### src/rtl/hazard_pkg.sv
// hazard_pkg: shared types and constants for the hazard scoreboard.
//   stage_rec_t : shadow destination record kept per post-decode stage
//   FWD_RF      : forwarding select value meaning "use the register file"
//   CP0_EPC     : CP0 register number of EPC
//   AW_DEF/TW_DEF : default register-address and Tuse/Tnew widths; the
//                   record fields are sized by these, so the scoreboard's
//                   AW/TW parameters must not exceed them.
//   age_rec()   : one-stage advance of a record (Tnew counts down to 0)
// Optional feature macro: HAZARD_EPC_INTERLOCK_EN adds the per-record epc bit.
package hazard_pkg;

  localparam int AW_DEF = 5;
  localparam int TW_DEF = 2;
  localparam int FWD_RF = 0;
  localparam logic [4:0] CP0_EPC = 5'd14;

  typedef struct packed {
    logic              valid;
    logic              wen;
    logic [AW_DEF-1:0] wa;
    logic [TW_DEF-1:0] tnew;
    logic [AW_DEF-1:0] rs;
    logic [AW_DEF-1:0] rt;
`ifdef HAZARD_EPC_INTERLOCK_EN
    logic              epc;
`endif
  } stage_rec_t;

  // A record moving one stage down the pipe is one cycle closer to
  // having its result available.
  function automatic stage_rec_t age_rec(input stage_rec_t r);
    stage_rec_t a;
    a = r;
    if (a.tnew != '0) a.tnew = a.tnew - 1'b1;
    return a;
  endfunction

endpackage

### src/rtl/hz_youngest_match.sv
// hz_youngest_match: priority finder over the stage records.
// Finds the youngest (lowest-numbered) stage k >= MIN_STAGE whose record
// writes the register 'addr' (register 0 never matches).
//   recs : stage records 1..NSTAGE
//   addr : register being looked up
//   hit  : a matching record exists
//   idx  : stage number of the youngest match (0 when no hit)
//   tnew : remaining Tnew of that record (0 when no hit)
// Optional feature macro: HAZARD_EPC_INTERLOCK_EN (record layout only).
module hz_youngest_match
  import hazard_pkg::*;
#(
  parameter int NSTAGE = 3,
  parameter int MIN_STAGE = 1,
  localparam int SW = $clog2(NSTAGE + 1)
) (
  input  stage_rec_t        recs [1:NSTAGE],
  input  logic [AW_DEF-1:0] addr,
  output logic              hit,
  output logic [SW-1:0]     idx,
  output logic [TW_DEF-1:0] tnew
);

  // Scan from the oldest stage toward the youngest so the last hit written
  // is the youngest one.
  always_comb begin
    hit  = 1'b0;
    idx  = '0;
    tnew = '0;
    for (int k = NSTAGE; k >= 1; k--) begin
      if (k >= MIN_STAGE && recs[k].valid && recs[k].wen &&
          recs[k].wa == addr && addr != '0) begin
        hit  = 1'b1;
        idx  = SW'(k);
        tnew = recs[k].tnew;
      end
    end
  end

  // Source-register fields travel with the record but are not looked at here.
  logic unused_fields;
  always_comb begin
    unused_fields = 1'b0;
    for (int k = 1; k <= NSTAGE; k++) begin
      unused_fields = unused_fields ^ (^recs[k].rs) ^ (^recs[k].rt);
`ifdef HAZARD_EPC_INTERLOCK_EN
      unused_fields = unused_fields ^ recs[k].epc;
`endif
    end
  end

endmodule

### src/rtl/hazard_scoreboard.sv
// hazard_scoreboard: decode-side hazard unit for the in-order MIPS core.
// Keeps a shadow record of every in-flight instruction past decode plus an
// MDU busy countdown, and derives the decode stall and the forwarding
// selects for the D, E and M consumers.
//   clk, rst_n          : clock, asynchronous active-low reset
//   d_*                 : decode-slot instruction attributes
//   flush               : clear every post-decode record this edge
//   stall               : freeze F/D, inject a bubble into E
//   fwd_d_rs/rt         : D-stage source selects (0 = RF, k = stage k)
//   fwd_e_rs/rt         : E-stage operand selects (0 or 2..NSTAGE)
//   fwd_m_rt            : M-stage store-data select (0 or 3..NSTAGE)
//   mdu_busy            : MDU countdown nonzero
// Optional feature macro: HAZARD_EPC_INTERLOCK_EN -- when defined, eret is
// held in decode while an mtc0-to-EPC is still in flight; when undefined,
// d_eret and d_mtc0_epc are ignored.
module hazard_scoreboard
  import hazard_pkg::*;
#(
  parameter int NSTAGE  = 3,
  parameter int AW      = AW_DEF,
  parameter int TW      = TW_DEF,
  parameter int MUL_LAT = 5,
  parameter int DIV_LAT = 10,
  localparam int SW = $clog2(NSTAGE + 1)
) (
  input  logic          clk,
  input  logic          rst_n,
  input  logic          d_valid,
  input  logic [AW-1:0] d_rs,
  input  logic [AW-1:0] d_rt,
  input  logic [TW-1:0] d_tuse_rs,
  input  logic [TW-1:0] d_tuse_rt,
  input  logic          d_wen,
  input  logic [AW-1:0] d_wa,
  input  logic [TW-1:0] d_tnew,
  input  logic          d_mdu_start,
  input  logic          d_mdu_div,
  input  logic          d_mdu_related,
  input  logic          d_eret,
  input  logic          d_mtc0_epc,
  input  logic          flush,
  output logic          stall,
  output logic [SW-1:0] fwd_d_rs,
  output logic [SW-1:0] fwd_d_rt,
  output logic [SW-1:0] fwd_e_rs,
  output logic [SW-1:0] fwd_e_rt,
  output logic [SW-1:0] fwd_m_rt,
  output logic          mdu_busy
);

  localparam int MAX_LAT = (DIV_LAT > MUL_LAT) ? DIV_LAT : MUL_LAT;
  localparam int CW = $clog2(MAX_LAT + 1);

  stage_rec_t        rec [1:NSTAGE];
  stage_rec_t        d_rec;
  logic [CW-1:0]     mdu_cnt;
  logic              issue;

  // Decode instruction packaged as the record it becomes in stage 1.
  always_comb begin
    d_rec       = '0;
    d_rec.valid = 1'b1;
    d_rec.wen   = d_wen;
    d_rec.wa    = AW_DEF'(d_wa);
    d_rec.tnew  = TW_DEF'(d_tnew);
    d_rec.rs    = AW_DEF'(d_rs);
    d_rec.rt    = AW_DEF'(d_rt);
`ifdef HAZARD_EPC_INTERLOCK_EN
    d_rec.epc   = d_mtc0_epc;
`endif
  end

  // The decode instruction moves into stage 1 only when it is real, not
  // held by a stall, and not killed by a flush.
  assign issue = d_valid & ~stall & ~flush;

  always_ff @(posedge clk or negedge rst_n) begin
    if (!rst_n) begin
      for (int k = 1; k <= NSTAGE; k++) rec[k] <= '0;
    end else if (flush) begin
      for (int k = 1; k <= NSTAGE; k++) rec[k] <= '0;
    end else begin
      rec[1] <= issue ? d_rec : '0;
      for (int k = 2; k <= NSTAGE; k++) rec[k] <= age_rec(rec[k-1]);
    end
  end

  // MDU countdown: a flush does not cancel an op already issued, but a
  // start killed by the flush never loads it.
  always_ff @(posedge clk or negedge rst_n) begin
    if (!rst_n) begin
      mdu_cnt <= '0;
    end else if (issue && d_mdu_start) begin
      mdu_cnt <= d_mdu_div ? CW'(DIV_LAT) : CW'(MUL_LAT);
    end else if (mdu_cnt != '0) begin
      mdu_cnt <= mdu_cnt - 1'b1;
    end
  end

  assign mdu_busy = (mdu_cnt != '0);

  // Youngest-writer lookups for each consumer.
  logic              hit_drs, hit_drt, hit_ers, hit_ert, hit_mrt;
  logic [SW-1:0]     idx_drs, idx_drt, idx_ers, idx_ert, idx_mrt;
  logic [TW_DEF-1:0] tn_drs, tn_drt, tn_ers, tn_ert, tn_mrt;
  logic [AW_DEF-1:0] m_rt;

  if (NSTAGE >= 2) begin : g_m_addr
    assign m_rt = rec[2].rt;
  end else begin : g_m_none
    assign m_rt = '0;
  end

  hz_youngest_match #(.NSTAGE(NSTAGE), .MIN_STAGE(1)) u_match_d_rs (
    .recs(rec), .addr(AW_DEF'(d_rs)), .hit(hit_drs), .idx(idx_drs), .tnew(tn_drs));
  hz_youngest_match #(.NSTAGE(NSTAGE), .MIN_STAGE(1)) u_match_d_rt (
    .recs(rec), .addr(AW_DEF'(d_rt)), .hit(hit_drt), .idx(idx_drt), .tnew(tn_drt));
  hz_youngest_match #(.NSTAGE(NSTAGE), .MIN_STAGE(2)) u_match_e_rs (
    .recs(rec), .addr(rec[1].rs), .hit(hit_ers), .idx(idx_ers), .tnew(tn_ers));
  hz_youngest_match #(.NSTAGE(NSTAGE), .MIN_STAGE(2)) u_match_e_rt (
    .recs(rec), .addr(rec[1].rt), .hit(hit_ert), .idx(idx_ert), .tnew(tn_ert));
  hz_youngest_match #(.NSTAGE(NSTAGE), .MIN_STAGE(3)) u_match_m_rt (
    .recs(rec), .addr(m_rt), .hit(hit_mrt), .idx(idx_mrt), .tnew(tn_mrt));

  // Forward only from the youngest writer, and only once its result exists;
  // an older ready writer holds a stale value.
  assign fwd_d_rs = (hit_drs && tn_drs == '0) ? idx_drs : SW'(FWD_RF);
  assign fwd_d_rt = (hit_drt && tn_drt == '0) ? idx_drt : SW'(FWD_RF);
  assign fwd_e_rs = (hit_ers && tn_ers == '0) ? idx_ers : SW'(FWD_RF);
  assign fwd_e_rt = (hit_ert && tn_ert == '0) ? idx_ert : SW'(FWD_RF);
  assign fwd_m_rt = (hit_mrt && tn_mrt == '0) ? idx_mrt : SW'(FWD_RF);

  logic rs_stall, rt_stall, mdu_stall, epc_stall;

  assign rs_stall  = hit_drs && (tn_drs > TW_DEF'(d_tuse_rs));
  assign rt_stall  = hit_drt && (tn_drt > TW_DEF'(d_tuse_rt));
  assign mdu_stall = d_mdu_related & mdu_busy;

`ifdef HAZARD_EPC_INTERLOCK_EN
  logic epc_pending;
  always_comb begin
    epc_pending = 1'b0;
    for (int k = 1; k <= NSTAGE; k++) begin
      if (rec[k].valid && rec[k].epc) epc_pending = 1'b1;
    end
  end
  assign epc_stall = d_eret & epc_pending;
`else
  assign epc_stall = 1'b0;
  logic unused_epc_in;
  assign unused_epc_in = d_eret ^ d_mtc0_epc;
`endif

  assign stall = d_valid & (rs_stall | rt_stall | mdu_stall | epc_stall);

endmodule

### config.mk
export PLATFORM = sky130hd
export DESIGN_NAME = hazard_scoreboard
export DESIGN_NICKNAME = d
export VERILOG_FILES = /design/src/rtl/hazard_pkg.sv /design/src/rtl/hz_youngest_match.sv /design/src/rtl/hazard_scoreboard.sv
export SDC_FILE = /design/constraint.sdc
export NUM_CORES = 1
export LEC_CHECK = 0
export CORE_MARGIN = 2
export CORE_UTILIZATION = 58
export DETAILED_ROUTE_END_ITERATION = 10
export PLACE_DENSITY = 0.9
export SYNTH_ARGS = -nofsm -noshare
export SYNTH_HDL_FRONTEND = slang
export SYNTH_SLANG_ARGS = --single-unit
### constraint.sdc
create_clock -name clk -period 6.3 [get_ports clk]
set_clock_uncertainty 0.1 [all_clocks]
set_input_delay 1.26 -clock clk [delete_from_list [all_inputs] [get_ports clk]]
set_output_delay 1.26 -clock clk [all_outputs]
set_load 0.05 [all_outputs]
==> results.cfg <==
[worst_setup_path]
crit_arrival_ns = 4.64
critPathKind = in -> out
cp.required_ns = 4.94
critPathTopFamily = simple AND/OR/NAND/NOR gates
crit_buf_inv = 3
cpPeakStageDelay_ns = 0.66
crit_fanout = 5
setup.worst_path.start_class = primary input
cp-end-kind = output pin
crit_path_cell_trace = clkdlybuf4s50_1 -> or4_1 -> nor2_2 -> nor4_1 -> nor2b_1 -> a22o_1 -> mux2i_1 -> inv_1 -> ha_1 -> a21oi_1 -> a21oi_1 -> o31a_1 -> a211oi_1 -> nor2b_1 -> buf_12
slowest_stage = nor4_1

[clocking]
path_clk_slew_ns = 0.08
clk_path_buf_depth = 2
cts_tree = built
h-tree-depth = 2
worstSkewPairLatency_ns = 0.31
post_cts_buffers = 0
cts_sinks = 46
numCtsBuffers = 5
root_buffer = clkbuf_8
cts_resized = 0
cts_hold_buf = 0

[timing]
setup_viol = 0
period_share = 0.953
max_slew_margin = 0.349
holdWs_ns = 0.398
slew_violations = 0
tightest_slew_ns = 0.976
fin_ws_ns = 0.295
timing_hold_violations_final = 0
layout_min_cycle_time_ns = 6.00
final.setup.tns_ns = 0
timing.fmax_ghz = 0.167
rsz0062_at_grt = false

[power]
leakage_uw = 0.00147
vdd_ir_drop_max_mv = 0.210
pwr_density_cell_nw_per_um2 = 217
switching_share = 0.288
switchingPower_uw = 200
intPower_uw = 495
p_comb_frac = 0.224
p_clk_frac = 0.285
seqPwrFrac = 0.491
power_uw = 695

[floorplanning]
fp.dieH_microns = 71.9
ios = 43
coreArea_sq_um = 4380
fp.dieW_microns = 71.9
start_util = 0.609
fp.dieArea_sq_um = 5160
fp-row-count = 24

[status]
status = finished clean

[global_routing]
first_global_vias = 2020
gr-usage-all-layers = 0.244
antenna_found_initial = 0
grt_first_pass_wirelength_microns = 9550
grt_max_degree = 47
grt-ovfl-total = 0

[routing]
viasPerCell = 5.61
routedWlPerCell_microns = 15.9
vias = 1964
dr_wl_met3_microns = 226
wl_met2_microns = 2870
drtIter0Drc = 118
drt-pass1-iter-count = 4
drt-met1-wl_microns = 2350
totalWireLength_microns = 5570
final_antenna_net_count = 0
drc = 0
top_layer = met4

[yosys]
syn_area_per_cell_sq_um = 10.2
synthCells = 262
synth_adder_area_share = 0.0281
yosys.area_share.simple = 0.233
ys_seq_elements = 46
synthArstFlopShare = 1.00
synth_top_family_by_area = simple AND/OR/NAND/NOR gates
synth.area.top_cells = dfrtp_1 43%, xnor2_1 12%, xor2_1 5.9%
synth_cell_types = 44
synth-compound-area-share = 0.0632
synth_top_area_cell = dfrtp_1
yosys-mux-area-fraction = 0.0262
yosysTopAreaCellShare = 0.431
synth_edf_count = 0
synth-main-ff-cell = dfrtp_1
netlist_area_sq_um = 2670
synthXorXnorAreaFrac = 0.180
ys_warn_count = 0
ys_seq_area_frac = 0.431
syn_nets = 299

[worst_hold_path]
min_path_type = reg -> reg

[final_layout]
final_cell_mix = 46 x dfrtp_1, 38 x clkdlybuf4s50_1, 37 x xnor2_1, 22 x nor2b_1
final_common_cell = dfrtp_1
num-nets-final = 334
nFillCells = 320
drive_gt1_frac = 0.0705
fin_area_sq_um = 3200
areaGrowthSynthToFinish_pct = 20.0
antennaDiodeCount = 0

[run]
drv_cap = 0

[placed_design]
gp_congestion = 0.872
place_ws_ns = 0.321
placed_area_sq_um = 3100
port_buffers = 40
hpwl_microns = 4160
## cell usage after synthesis, types with 2 or more instances
library cell	number
a22o_1	3
clkbuf_1	12
and3b_1	2
nor4b_1	2
nor4_1	8
o31a_1	2
or2_2	2
xnor2_1	37
nor2b_1	22
nor3b_1	3
and2_1	18
xor2_1	18
inv_1	10
nand3_1	3
ha_1	6
a21oi_1	5
nor3_1	6
buf_4	2
nand4_1	8
mux2i_1	7
nand2_1	10
dfrtp_1	46
nor2_1	9
## per-layer routing
layer,track usage,vias to the layer above
li1,-,944
met1,0.301,954
met2,0.426,53
met3,0.0506,13
met4,0.0860,0
met5,0,-
## power by group through the flow
stage          Sequential, uW  Combinational (uW)  Clock [uW]
6_report                  341                 156         198
5_1_grt                   344                 178         217
4_1_cts                   340                 158         200
3_5_place_dp              346                 156           0
3_3_place_gp              345                 150           0
2_1_floorplan             338                 106           0
## sequential cells by signal, summed over array words and instances (netlist names)
name	count
rec	37
mdu_cnt	4
m_rt	5
## cell families (layout without fill, tap and decap cells)
| logic type | count (synthesis) | in the layout |
|---|---|---|
| AO/OA/AOI/OAI | 20 | 20 |
| multiplexers | 7 | 7 |
| XOR/XNOR | 55 | 55 |
| adder cells (fa/ha/maj) | 6 | 6 |
| AND/OR/NAND/NOR | 103 | 103 |
| flip-flops | 46 | 46 |
| buffers and inverters | 25 | 61 |
## area by class of cell
cell class | instances | area, sq um | share of cell area
clock inverters | 1 | 8.76 | 0.00273
flip-flops and latches | 46 | 1150 | 0.359
repair buffers | 43 | 428 | 0.134
multi-input cells | 191 | 1420 | 0.442
well taps | 52 | 65.1 | 0.0203
inverters | 10 | 37.5 | 0.0117
clock buffers | 7 | 96.3 | 0.0301
## stage by stage
step                      utilization  instances
final                           0.731        350
after global routing            0.731        350
after CTS                       0.731        350
after detailed placement        0.707        342
after global placement          0.707        342
after floorplan                     -        262
## path summary, 6_finish.rpt
kind | start | endpoint | slack (ns) | depth (start not counted)
setup / recovery | d_rs[1] | stall | 0.30 | 15
hold / removal | rec[48] | rec[29] | 0.40 | 1
setup reg to reg | rec[12] | rec[43] | 2.54 | 12
hold reg to reg | rec[48] | rec[29] | 0.40 | 1
max in group asynchronous | rst_n | rec[54] | 4.49 | 1
min in group asynchronous | rst_n | m_rt[1] | 1.01 | 1
Power figures use the tool's default switching activity.
